===== src/rtl/registrador_pc.sv =====
// Program-counter register for the multi-cycle datapath: holds the PC for one
// instruction period, tracks the phase and loads either PC+1 or a branch target.
module registrador_pc #(
  parameter int                   LARGURA   = 32,
  parameter int                   NUM_FASES = 10,
  parameter logic [LARGURA-1:0]   RESET_PC  = '0
) (
  input  logic               clock,
  input  logic               reset,
  input  logic [LARGURA-1:0] endereco_soma,
  input  logic [LARGURA-1:0] endereco_desvio,
  input  logic               sel_desvio,
  input  logic               congela,
  output logic [LARGURA-1:0] estado_pc,
  output logic [3:0]         fase,
  output logic               nova_instrucao,
  output logic               desvio_tomado
);

  typedef enum logic {EXECUTA, CONGELADO} estado_t;

  localparam logic [3:0] ULTIMA = 4'(NUM_FASES - 1);

  estado_t              estado_q, estado_d;
  logic [LARGURA-1:0]   pc_q, pc_d;
  logic [LARGURA-1:0]   alvo_q, alvo_d;
  logic [3:0]           fase_q, fase_d;
  logic                 pend_q, pend_d;
  logic                 nova_q, nova_d;
  logic                 desv_q, desv_d;
  logic                 ativo, carga;

  always_comb begin
    estado_d = estado_q;
    ativo    = 1'b0;
    case (estado_q)
      EXECUTA: begin
        if (congela) estado_d = CONGELADO;
        else         ativo    = 1'b1;
      end
      CONGELADO: begin
        // The first unstalled cycle already does work, so a load held at the
        // last phase happens on the edge that ends the stall.
        if (!congela) begin
          estado_d = EXECUTA;
          ativo    = 1'b1;
        end
      end
      default: estado_d = EXECUTA;
    endcase

    carga  = ativo && (fase_q == ULTIMA);
    pc_d   = pc_q;
    alvo_d = alvo_q;
    fase_d = fase_q;
    pend_d = pend_q;
    nova_d = carga;
    desv_d = carga && (sel_desvio || pend_q);

    if (ativo) begin
      fase_d = carga ? 4'd0 : fase_q + 4'd1;
      if (sel_desvio) begin
        pend_d = 1'b1;
        alvo_d = endereco_desvio;
      end
    end

    if (carga) begin
      pend_d = 1'b0;
      if (sel_desvio)  pc_d = endereco_desvio;
      else if (pend_q) pc_d = alvo_q;
      else             pc_d = endereco_soma;
    end
  end

  always_ff @(posedge clock) begin
    if (reset) begin
      estado_q <= EXECUTA;
      pc_q     <= RESET_PC;
      alvo_q   <= '0;
      fase_q   <= 4'd0;
      pend_q   <= 1'b0;
      nova_q   <= 1'b0;
      desv_q   <= 1'b0;
    end else begin
      estado_q <= estado_d;
      pc_q     <= pc_d;
      alvo_q   <= alvo_d;
      fase_q   <= fase_d;
      pend_q   <= pend_d;
      nova_q   <= nova_d;
      desv_q   <= desv_d;
    end
  end

  assign estado_pc      = pc_q;
  assign fase           = fase_q;
  assign nova_instrucao = nova_q;
  assign desvio_tomado  = desv_q;

endmodule


===== config.mk =====
export PLATFORM = sky130hd
export DESIGN_NAME = registrador_pc
export DESIGN_NICKNAME = d
export VERILOG_FILES = /design/src/rtl/registrador_pc.sv
export SDC_FILE = /design/constraint.sdc
export NUM_CORES = 1
export LEC_CHECK = 0
export BUFFER_PORTS_ARGS = -buffer_cell sky130_fd_sc_hd__buf_2
export CAP_MARGIN = 20
export CORE_ASPECT_RATIO = 1.4
export CORE_MARGIN = 2
export CORE_UTILIZATION = 54
export DETAILED_ROUTE_END_ITERATION = 10
export GPL_TIMING_DRIVEN = 0
export PLACE_DENSITY = 0.86
export SYNTH_ARGS = -nofsm -noshare
export SYNTH_HDL_FRONTEND = slang
export SYNTH_SLANG_ARGS = --single-unit

===== constraint.sdc =====
create_clock -name clock -period 3.12 [get_ports clock]
set_clock_uncertainty 0.1 [all_clocks]
set_input_delay 0.312 -clock clock [delete_from_list [all_inputs] [get_ports clock]]
set_output_delay 0.312 -clock clock [all_outputs]
set_load 0.05 [all_outputs]

; ---- Yosys cells after proc, flatten, opt, wreduce, memory -nomap -nowiden
; Cells that the tools add are included.
[totals]
register_bits = 71
inputBits = 68
[classes]
addsub = 1
n_eq_ne = 1
n_mux = 4
n_reduce_logical = 5
[op_table]
columns = op, n
row1 = two-way mux 32 bit, 2
row2 = "adder 4 x 1 -> 4 bit, second input constant", 1
row3 = "equality test 4 bit, second input constant", 1
row4 = two-way mux 4 bit, 1
row5 = logical AND 1 bit, 2
row6 = AND reduction 2 bit, 1
row7 = OR reduction 2 bit, 1
row8 = logical OR 1 bit, 1
row9 = two-way mux 1 bit, 1

; ---- Longest topological paths before layout
; Gate-level depths: netlist of run 1.
[depth]
ltp_word = 3
mapped_depth = 7

; ---- Least setup slack after synthesis of run 1
; Ideal clock, no wire load.
[synth_timing]
kind = register -> register
startpoint = reg fase_q[1] (netlist: fase[1])
endpoint = reg pc_q[0] (netlist: estado_pc[0])
setup_ns = 0.117
arrival_time_ns = 1.691
slack_ns = 1.212
stages_incl_launch_ff = 8
n_path_buf = 2
path_cell_list = dfxtp_1 > inv_1 > ha_1 > and4bb_4 > nor2b_4 > buf_6 > buf_6 > a32o_1
[synth_via]
elab_chain_cells = 2
[synth_rtl]
columns = item, line
row1 = start: declaration, 27  ; logic [3:0] fase_q, fase_d;
row2 = start signal: assignment, 89  ; fase_q <= fase_d;
row3 = equality test 4 bit, 52  ; carga = ativo && (fase_q == ULTIMA);
row4 = logical AND 1 bit, 52
row5 = end signal: assignment, 87  ; pc_q <= pc_d;
row6 = end: declaration, 25  ; logic [LARGURA-1:0] pc_q, pc_d;
; No other way between the ends.
; A chain may end at the register's enable or synchronous reset.

; ---- Final worst setup path of run 1
[layout_timing]
startpoint = reg fase_q[1] (netlist: fase[1])
endpoint = reg pc_q[31] (netlist: estado_pc[31])
; Same word-level chain as after synthesis.

==> key figures, run 1 <==
Die
  • Effective utilization at floorplan: 0.551
  • Rows: 33
  • Die H: 94.5 um
  • Die W: just under 70 um
  • Core box area: between 0.005 and 0.006 mm2
  • # IOs: between 100 and 150
  • DIE AREA: 0.00649 mm2

Layout
  • Antenna diodes: 0
  • Most frequent cells in the layout: buf_2, dfxtp_1, nand2_1, nor2b_1, nand2b_1
  • FILL cells: between 400 and 500
  • Layout cells sized above 1: 0.294
  • Storage cell area: 0.00142 mm2
  • Non-Filler Instances: around 540
  • Commonest non-fill, non-tap cell in the layout: buf_2
  • Layout Utilization: 0.690
  • Multi-input gate area: roughly 0.0016 mm2
  • Syn-to-layout area delta: 25.3%
  • Final-stage net count: 534

Drt
  • Post-route antenna net violation count: 0
  • DRC: 0
  • Initial drt markers: 230
  • Routed WL per cell: 15.1 um
  • Vias: 3014
  • Post-Route WL: 8.13 mm
  • Drt pass-1 iters: 4
  • Post-DR vias/cell: 5.59

Yosys
  • Ys flop type: dfxtp_1
  • Register area share after synthesis: 0.450
  • Synth warnings: 0
  • Netlist cell types: 23
  • Syn_nets: 419
  • Syn Std Cell Area: roughly 0.0032 mm2
  • Post-synth EDFFs: 0
  • Asr flop ratio synth: 0
  • Synth Area per Inst: 9.06 um2
  • FF+latch count, synth: 71
  • Gate Count Post-Synth: between 300 and 400

Global route
  • Global routing usage on met3: 0.0393
  • First-pass GRT wire length: around 13 mm
  • Largest net degree at the start of global routing: 12
  • Met2 Use GR: 0.462
  • Grt total ovfl: 0
  • Initial antenna violation count: 0
  • Busiest grt layer: met2
  • Met1 usage: 0.313
  • Vias in the first global route: between 2000 and 3000
  • Overall Global Routing Usage: 0.266

Worst setup path
  • Crit path to: estado_pc[31]$_SDFFE_PP0P_
  • Crit Path Category: reg2reg
  • Launch point of the worst path: fase[1]$_SDFFE_PP0N_
  • CP max FO: 10
  • CP Data Arrival Time: about 1.8 ns
  • Worst Path Required: approximately 3.2 ns
  • Startpoint types: flip-flop
  • Worst reg2reg endpoint: estado_pc[31]$_SDFFE_PP0P_
  • FF-to-FF setup slack: approximately 1.4 ns
  • RR Startpoint: fase[1]$_SDFFE_PP0N_
  • Worst Reg-to-Reg Cells: 7
  • CP Capture Type: flip-flop

Timing
  • # setup viols final: 0
  • Final hold vios: 0
  • RSZ-0062 raised after global routing: false
  • Tcrit/Tclk final: 0.547
  • Pins over their slew limit: 0
  • Setup TNS: 0 ns
  • Min Tclk post-route: approximately 1.7 ns
  • FMAX: 0.586 GHz
  • Slew @ Worst Pin: between 0.5 and 0.6 ns
  • Worst rel slew slack: 0.633

CTS
  • CTS Buffer Depth: 2
  • Clk sinks: 71
  • Clock latency at the later pin of the worst-skew pair: around 0.33 ns
  • Inserted Clock Buffers: 9
  • CTS resizes: 0
  • Htree depth: 3
  • CTS tree: built
  • Hold_buf cts: 0
  • Post-CTS Repair Setup Buffers: 0
  • Clk root buf: clkbuf_8
  • Clock transition at path regs: 0.07 ns

Power
  • LEAKAGE: 1.77 nW
  • Maximum vdd drop: around 0.38 mV
  • PwrDens: 477 mW/mm2
  • Total Power: 1.89 mW

Placed design
  • Number of port buffers: ~100
  • Dpl hpwl: 5.80 mm
  • Placed Cells: 523
  • GPL Wtd Cong: 0.757

Worst hold path
  • Worst Hold Class: in2reg

Job
  • MaxCap Viol Count: 0

Run status
  • Status: finished clean
-- cells in the mapped netlist, types with 2 or more instances --
cell type	n	share of area
nand2b_1	33	0.065
a21oi_1	32	0.051
buf_2	10	0.016
dfxtp_1	71	0.45
nand2_1	65	0.077
buf_6	5	0.018
a32o_1	32	0.10
xor2_1	2	0.0055
nor2b_1	34	0.067
ha_1	2	0.0079
a211o_1	32	0.089
nor2_1	5	0.0059
clkbuf_1	16	0.019
-- power by group --
part | leakage, nW | internal, mW | total (mW) | switching (mW)
clock | 0.100 | 0.388 | 0.709 | 0.321
sequential | 0.576 | 0.929 | 0.943 | 0.0142
combinational | 1.09 | 0.102 | 0.236 | 0.134
-- worst max-delay path: stages (launching register included) --
cell      delay, ns
dfxtp_1        0.41
inv_1          0.08
ha_1           0.17
and4bb_4       0.20
nor2b_4        0.12
buf_6          0.14
buf_6          0.14
a32o_1         0.22
-- routing by layer --
layer | vias up | wire length (um)
li1 | 1455 | -
met1 | 1440 | 3300
met2 | 98 | 4260
met3 | 21 | 399
met4 | 0 | 175
met5 | - | 0
-- stage by stage --
step                      hold slack [ns]  instance area, um2  setup WS, ns
after floorplan                     0.330                3160          1.21
after global placement              0.342                3770          1.45
after detailed placement            0.347                3770          1.42
after CTS                           0.116                3960          1.43
after global routing                0.114                3960          1.32
final                               0.119                3960          1.41
-- layout make-up --
| class | instances | area share |
|---|---|---|
| Buffer | 32 | 0.0439 |
| Clock buffer | 12 | 0.0367 |
| Clock inverter | 4 | 0.0114 |
| Inverter | 1 | 0.000948 |
| Multi-Input combinational cell | 245 | 0.394 |
| Sequential cell | 71 | 0.359 |
| Tap cell | 70 | 0.0221 |
| Timing Repair Buffer | 104 | 0.131 |
-- registers in the layout (all words and copies together), names as in the netlist --
| register | flops |
|---|---|
| alvo_q | 32 |
| desvio_tomado | 1 |
| estado_pc | 32 |
| fase | 4 |
| nova_instrucao | 1 |
| pend_q | 1 |
-- kinds of logic after synthesis --
kind of cell | after synthesis | synth area share
compound gates | 98 | 0.246
xor+xnor | 3 | 0.00832
fa+ha+maj | 2 | 0.00792
buf+inv | 33 | 0.0562
flops | 71 | 0.450
simple gates | 142 | 0.232
-- worst min path at each step --
stage                                  from  depth (start not counted)  slack (ns)                      end
floorplan                           congela                          1        0.33     fase[1]$_SDFFE_PP0N_
global placement    alvo_q[16]$_SDFFE_PP0P_                          2        0.34  alvo_q[16]$_SDFFE_PP0P_
detailed placement   alvo_q[0]$_SDFFE_PP0P_                          2        0.35   alvo_q[0]$_SDFFE_PP0P_
CTS                      endereco_desvio[7]                          3        0.12   alvo_q[7]$_SDFFE_PP0P_
global route             endereco_desvio[7]                          3        0.11   alvo_q[7]$_SDFFE_PP0P_
finish                  endereco_desvio[14]                          3        0.12  alvo_q[14]$_SDFFE_PP0P_
(Power assumes the default switching activity.)
==> run 2, diff against run 1 <==
--- a/config.mk
+++ b/config.mk
@@ -9,10 +9,10 @@
 export CAP_MARGIN = 20
 export CORE_ASPECT_RATIO = 1.4
 export CORE_MARGIN = 2
-export CORE_UTILIZATION = 54
+export CORE_UTILIZATION = 50
 export DETAILED_ROUTE_END_ITERATION = 10
 export GPL_TIMING_DRIVEN = 0
-export PLACE_DENSITY = 0.86
+export PLACE_DENSITY = 0.8
 export SYNTH_ARGS = -nofsm -noshare
 export SYNTH_HDL_FRONTEND = slang
 export SYNTH_SLANG_ARGS = --single-unit
==> constraint.sdc (replaced) <==
create_clock -name clock -period 1.65 [get_ports clock]
set_clock_uncertainty 0.1 [all_clocks]
set_input_delay 0.165 -clock clock [delete_from_list [all_inputs] [get_ports clock]]
set_output_delay 0.165 -clock clock [all_outputs]
set_load 0.05 [all_outputs]
==> run 2 against run 1 <==
  * Sequential cell count unchanged
  * Fmax increased by 7.6%
  * First-iteration DRC count decreased by 17%
  * Non-clock buffer count increased by 33
  * Cell area increased by 9.8%
  * Largest power group unchanged
  * Sequential power increased by 89%
  * Critical endpoint is now estado_pc[3]$_SDFFE_PP0P_
  * Register-to-register slack got worse by 1.3 ns
  * Core utilization increased by 1.5 points
  * Worst hold slack got worse by 0.094 ns
==> key figures, run 2 (synthesis gave the netlist of run 1 again) <==
CTS
  • Clock transition at path regs: 0.08 ns (about the same)
  • Htree depth: 3 (unchanged)
  • Clk sinks: 71 (unchanged)
  • Clk root buf: clkbuf_8
  • CTS Buffer Depth: 2 (unchanged)
  • Inserted Clock Buffers: 9 (unchanged)
  • CTS tree: built
  • Clock latency at the later pin of the worst-skew pair: 0.36 ns (+0.03 ns)

Global route
  • Grt total ovfl: 0 (unchanged)
  • Largest net degree at the start of global routing: 13 (+1)
  • First-pass GRT wire length: 13.9 mm (+5.7%)
  • Vias in the first global route: 3061 (+4.6%)
  • Overall Global Routing Usage: 0.251 (-0.0158)
  • Initial antenna violation count: 0 (unchanged)

Die
  • DIE AREA: 0.00698 mm2 (+7.6%)
  • Rows: 34 (+3.0%)
  • Effective utilization at floorplan: 0.512 (-0.0383)
  • Die W: 71.2 um (+3.7%)
  • Core box area: 0.00617 mm2 (+7.5%)
  • # IOs: 106 (unchanged)
  • Die H: 98.1 um (+3.8%)

Power
  • LEAKAGE: 1.93 nW (+9.5%)
  • NetSw: 0.954 mW (+100%)
  • Combinational share of power: 0.129 (+0.004)
  • Sequential power share: 0.450 (-0.050)
  • PwrDens: 911 mW/mm2 (+91%)
  • Switching share of total power: 0.241 (-0.00736)
  • Total Power: 3.96 mW (+110%)
  • Pint: 3.00 mW (+110%)
  • Clock power share: 0.421 (+0.045)
  • Maximum vdd drop: 0.647 mV (+69%)

Placed design
  • Post-DP Area: 0.00378 mm2 (+0.23%)
  • Number of port buffers: 104 (unchanged)
  • GPL Wtd Cong: 0.789 (+4.3%)
  • Dpl hpwl: 5.90 mm (+1.6%)

Drt
  • Drt pass-1 iters: 4 (unchanged)
  • DRC: 0 (unchanged)
  • Post-DR vias/cell: 5.40 (-3.5%)
  • Routed WL per cell: 15.1 um (about the same)
  • Post-route antenna net violation count: 0 (unchanged)
  • Post-Route WL: 8.66 mm (+6.6%)
  • Initial drt markers: 190 (-17%)
  • Vias: 3098 (+2.8%)

Worst setup path
  • Worst Reg-to-Reg Cells: 5 (-2)
  • Crit Path Category: reg2reg
  • Worst reg2reg endpoint: estado_pc[3]$_SDFFE_PP0P_
  • RR Startpoint: pend_q$_SDFFE_PP0P_
  • FF-to-FF setup slack: 0.06 ns (-1.35 ns)
  • Worst Path Required: 1.81 ns (-1.43 ns)
  • Startpoint types: flip-flop
  • CP max FO: 10 (unchanged)
  • CP Data Arrival Time: 1.74 ns (-0.09 ns)
  • CP Capture Type: flip-flop

Job
  • MaxCap Viol Count: 0 (unchanged)

Layout
  • Final-stage net count: 567 (+6.2%)
  • Most frequent cells in the layout: buf_2, dfxtp_1, nand2_1, nor2b_1, nand2b_1
  • Finished Cell Area: 0.00435 mm2 (+9.8%)
  • Antenna diodes: 0 (unchanged)
  • Syn-to-layout area delta: 37.5%
  • Layout cells sized above 1: 0.289 (-0.00540)
  • Commonest non-fill, non-tap cell in the layout: buf_2
  • Layout Utilization: 0.705 (+0.0149)

Timing
  • RSZ-0062 raised after global routing: false
  • Worst rel slew slack: 0.641 (+0.00881)
  • Slew @ Worst Pin: 0.538 ns (-0.0132 ns)
  • FMAX: 0.630 GHz (+7.6%)
  • # setup viols final: 0 (unchanged)
  • Tcrit/Tclk final: 0.962 (+0.415)
  • Final hold vios: 0 (unchanged)
  • Pins over their slew limit: 0 (unchanged)
  • Min Tclk post-route: 1.59 ns (-0.120 ns)
  • Hold Slack: 0.0252 ns (-0.0942 ns)
  • Setup TNS: 0 ns (unchanged)

Worst hold path
  • Hold depth: 2 (-1)
  • Worst Hold Class: in2reg
  • Min-Delay Endpoint: alvo_q[0]$_SDFFE_PP0P_
  • Hold Startpoint: reset

Run status
  • Status: finished clean
[run 2: cell types whose count changed in the layout (fill, tap and decap cells not counted), sizes merged]
cell | previous run | this run
dlygate4sd3 | 0 | 32
bufinv | 1 | 3
clkbuf | 28 | 26
buf | 120 | 121
[run 2: worst max-delay path by stage]
stage                         start                         end  depth (start not counted)
2_1_floorplan  fase[1]$_SDFFE_PP0N_   estado_pc[0]$_SDFFE_PP0P_                          7
3_5_place_dp   fase[1]$_SDFFE_PP0N_   estado_pc[2]$_SDFFE_PP0P_                          7
6_report        pend_q$_SDFFE_PP0P_   estado_pc[3]$_SDFFE_PP0P_                          5
4_1_cts        fase[1]$_SDFFE_PP0N_  estado_pc[18]$_SDFFE_PP0P_                          7
3_3_place_gp   fase[1]$_SDFFE_PP0N_  estado_pc[22]$_SDFFE_PP0P_                          7
5_1_grt        fase[1]$_SDFFE_PP0N_  estado_pc[18]$_SDFFE_PP0P_                          7
[run 2: stage by stage]
| stage | instances | setup slack, ns |
|---|---|---|
| CTS | 573 | 0.0368 |
| global placement | 525 | 0.0656 |
| finish | 574 | 0.0627 |
| floorplan | 349 | 0.0144 |
| global route | 574 | 0.00959 |
| detailed placement | 525 | 0.0321 |
[run 2: power groups by stage]
stage          Sequential (mW)  Combinational, mW  Clock [mW]
3_3_place_gp              1.82              0.431           0
3_5_place_dp              1.82              0.440           0
5_1_grt                   1.79              0.564        1.74
4_1_cts                   1.78              0.502        1.67
6_report                  1.78              0.510        1.67
2_1_floorplan             1.83              0.261           0
[run 2: cell type report]
class                           instances  area, um2
Sequential cell                        71       1430
Timing Repair Buffer                  137        848
Multi-Input combinational cell        245       1560
Clock inverter                          6        109
Clock buffer                           10        128
Fill cell                             507       1820
Buffer                                 32        179
Inverter                                1       3.75
Tap cell                               72       90.1
[run 2: per-layer routing]
layer,track usage,share of wire,vias to the layer above
met5,0,0,-
met3,0.0516,0.051,19
met2,0.436,0.53,100
met1,0.289,0.39,1448
li1,-,-,1531
met4,0.116,0.025,0
[run 2: timing repair]
item,in CTS,in global routing
setup buffers,0,1
hold endpoints to repair,32,0
endpoints found under the setup margin,0,23
resized for setup,0,6
hold buffers,32,0
[run 2: critical path, stage by stage (launching register included)]
cell     delay (ns)
dfxtp_1        0.33
buf_4          0.18
buf_6          0.15
buf_2          0.20
a211o_1        0.28
a32o_1         0.24
==> run 3, diff against run 2 <==
--- a/config.mk
+++ b/config.mk
@@ -7,12 +7,14 @@
 export LEC_CHECK = 0
 export BUFFER_PORTS_ARGS = -buffer_cell sky130_fd_sc_hd__buf_2
 export CAP_MARGIN = 20
+export CELL_PAD_IN_SITES_DETAIL_PLACEMENT = 0
+export CELL_PAD_IN_SITES_GLOBAL_PLACEMENT = 1
 export CORE_ASPECT_RATIO = 1.4
 export CORE_MARGIN = 2
-export CORE_UTILIZATION = 50
+export CORE_UTILIZATION = 37
 export DETAILED_ROUTE_END_ITERATION = 10
 export GPL_TIMING_DRIVEN = 0
-export PLACE_DENSITY = 0.8
+export PLACE_DENSITY = 0.81
 export SYNTH_ARGS = -nofsm -noshare
 export SYNTH_HDL_FRONTEND = slang
 export SYNTH_SLANG_ARGS = --single-unit
==> run 3 against run 2 <==
  * Clock-buffer cell count unchanged
  * Register-to-register slack about the same
  * Worst hold slack got worse by 0.018 ns
==> key figures, run 3 (synthesis gave the netlist of run 1 again) <==
Power
  • Switching share of total power: 0.239 (-0.00230)
  • NetSw: 0.989 mW (+3.6%)
  • Sequential power share: 0.430 (-0.020)
  • LEAKAGE: 1.95 nW (+0.64%)
  • Combinational share of power: 0.123 (-0.006)
  • Total Power: 4.14 mW (+4.6%)
  • PwrDens: 939 mW/mm2 (+3.1%)
  • Maximum vdd drop: 0.574 mV (-11%)
  • Pint: 3.15 mW (+5.0%)
  • Clock power share: 0.446 (+0.025)

Timing
  • # setup viols final: 0 (unchanged)
  • FMAX: 0.634 GHz (+0.62%)
  • Setup TNS: 0 ns (unchanged)
  • Worst rel slew slack: 0.633 (-0.00830)
  • Slew @ Worst Pin: 0.550 ns (+0.0125 ns)
  • Min Tclk post-route: 1.58 ns (-0.00981 ns)
  • Tcrit/Tclk final: 0.956 (-0.00594)
  • Pins over their slew limit: 0 (unchanged)
  • RSZ-0062 raised after global routing: false
  • Final hold vios: 0 (unchanged)

Worst setup path
  • CP Data Arrival Time: 1.70 ns (-0.04 ns)
  • Delay-heaviest family, CP: compound AO/OA/AOI/OAI gates
  • Slowest CP cell: dfxtp_1
  • CP max FO: 10 (unchanged)
  • CP Capture Type: flip-flop
  • Startpoint types: flip-flop
  • Worst path cell trace: buf_4 -> buf_6 -> buf_2 -> a211o_1 -> a32o_1
  • Crit path buffers/inverters: 3 (unchanged)
  • Worst Path Required: 1.78 ns (-0.03 ns)
  • Max incr delay on CP: 0.32 ns (about the same)
  • Crit Path Category: reg2reg

Layout
  • Storage cell area: 0.00143 mm2 (unchanged)
  • Most frequent cells in the layout: buf_2, dfxtp_1, nand2_1, nor2b_1, nand2b_1
  • Layout cells sized above 1: 0.287 (-0.00227)
  • Commonest non-fill, non-tap cell in the layout: buf_2
  • Final-stage net count: 565 (-0.35%)
  • Antenna diodes: 0 (unchanged)
  • Multi-input gate area: 0.00156 mm2 (unchanged)
  • Syn-to-layout area delta: 39.5%
  • FILL cells: 820 (+62%)

Global route
  • Overall Global Routing Usage: 0.201 (-0.0495)
  • First-pass GRT wire length: 14.3 mm (+2.8%)
  • Largest net degree at the start of global routing: 12 (-1)
  • Vias in the first global route: 2998 (-2.1%)
  • Grt total ovfl: 0 (unchanged)
  • Initial antenna violation count: 0 (unchanged)

CTS
  • Inserted Clock Buffers: 9 (unchanged)
  • Clock transition at path regs: 0.06 ns (-0.02 ns)
  • Clk sinks: 71 (unchanged)
  • Htree depth: 3 (unchanged)
  • CTS tree: built
  • Clk root buf: clkbuf_16
  • Clock latency at the later pin of the worst-skew pair: 0.33 ns (-0.03 ns)
  • CTS Buffer Depth: 2 (unchanged)

Placed design
  • Dpl hpwl: 6.23 mm (+5.7%)
  • GPL Wtd Cong: 0.788 (-0.15%)
  • Number of port buffers: 104 (unchanged)

Die
  • DIE AREA: 0.00931 mm2 (+33%)
  • Core box area: 0.00825 mm2 (+34%)
  • # IOs: 106 (unchanged)
  • Die W: 82.1 um (+15%)
  • Rows: 39 (+15%)
  • Effective utilization at floorplan: 0.383 (-0.129)
  • Die H: 113 um (+16%)

Drt
  • Vias: 3046 (-1.7%)
  • Drt pass-1 iters: 4 (unchanged)
  • DRC: 0 (unchanged)
  • Initial drt markers: 114 (-40%)
  • Post-Route WL: 8.93 mm (+3.0%)
  • Routed WL per cell: 14.9 um (-1.6%)
  • Post-route antenna net violation count: 0 (unchanged)
  • Post-DR vias/cell: 5.07 (-6.1%)

Worst hold path
  • Worst Hold Class: in2reg

Job
  • MaxCap Viol Count: 0 (unchanged)

Run status
  • Status: finished clean
-- run 3: worst min-delay path, cell delays in order --
cell and delay, ns:
buf_2 0.11, nand2_1 0.06, a21oi_1 0.05
-- run 3: what timing repair did --
item | CTS | global route
gates resized for setup | 0 | 8
buffers inserted | 0 | 1
endpoints found under the setup margin | 0 | 30
hold endpoints to repair | 30 | 0
hold buffers | 30 | 0
-- run 3: power groups by stage --
stage	logic, mW	clock network (mW)	registers [mW]
final	0.510	1.85	1.78
after detailed placement	0.451	0	1.82
after CTS	0.507	1.87	1.78
after global placement	0.444	0	1.82
after global routing	0.567	1.95	1.79
after floorplan	0.261	0	1.83
-- run 3: stage by stage --
step | area [um2] | hold slack (ns) | util | worst slack (ns) | cells
after floorplan | 3170 | 0.172 | - | 0.0144 | 349
after CTS | 4390 | 0.00721 | 0.533 | 0.0424 | 600
after global routing | 4410 | 0.0109 | 0.535 | 0.00184 | 601
after global placement | 3810 | 0.319 | 0.463 | 0.0569 | 555
final | 4410 | 0.00703 | 0.535 | 0.0725 | 601
after detailed placement | 3810 | 0.321 | 0.463 | 0.0510 | 555
-- run 3: final timing paths --
kind / start / end / slack [ns] / cells after the start
setup / recovery: pend_q$_SDFFE_PP0P_ / estado_pc[11]$_SDFFE_PP0P_ / 0.07 / 5
hold / removal: endereco_desvio[9] / alvo_q[9]$_SDFFE_PP0P_ / 0.007 / 3
setup reg to reg: pend_q$_SDFFE_PP0P_ / estado_pc[11]$_SDFFE_PP0P_ / 0.07 / 5
hold reg to reg: alvo_q[25]$_SDFFE_PP0P_ / alvo_q[25]$_SDFFE_PP0P_ / 0.35 / 2
-- run 3: layout make-up --
| type | instances | area share |
|---|---|---|
| multi-input cells | 245 | 0.354 |
| repair buffers | 135 | 0.188 |
| plain buffers | 32 | 0.0414 |
| flip-flops and latches | 71 | 0.324 |
| clock buffers | 10 | 0.0519 |
| clock inverters | 5 | 0.0113 |
| inverters | 1 | 0.000851 |
| well taps | 102 | 0.0289 |
-- run 3: metal layers --
metal / vias to the layer above / wire length [um] / track usage
met3: 12 / 328 / 0.0375
met2: 76 / 4610 / 0.358
met5: - / 0 / 0
li1: 1527 / - / -
met1: 1431 / 3830 / 0.231
met4: 0 / 154 / 0.0778
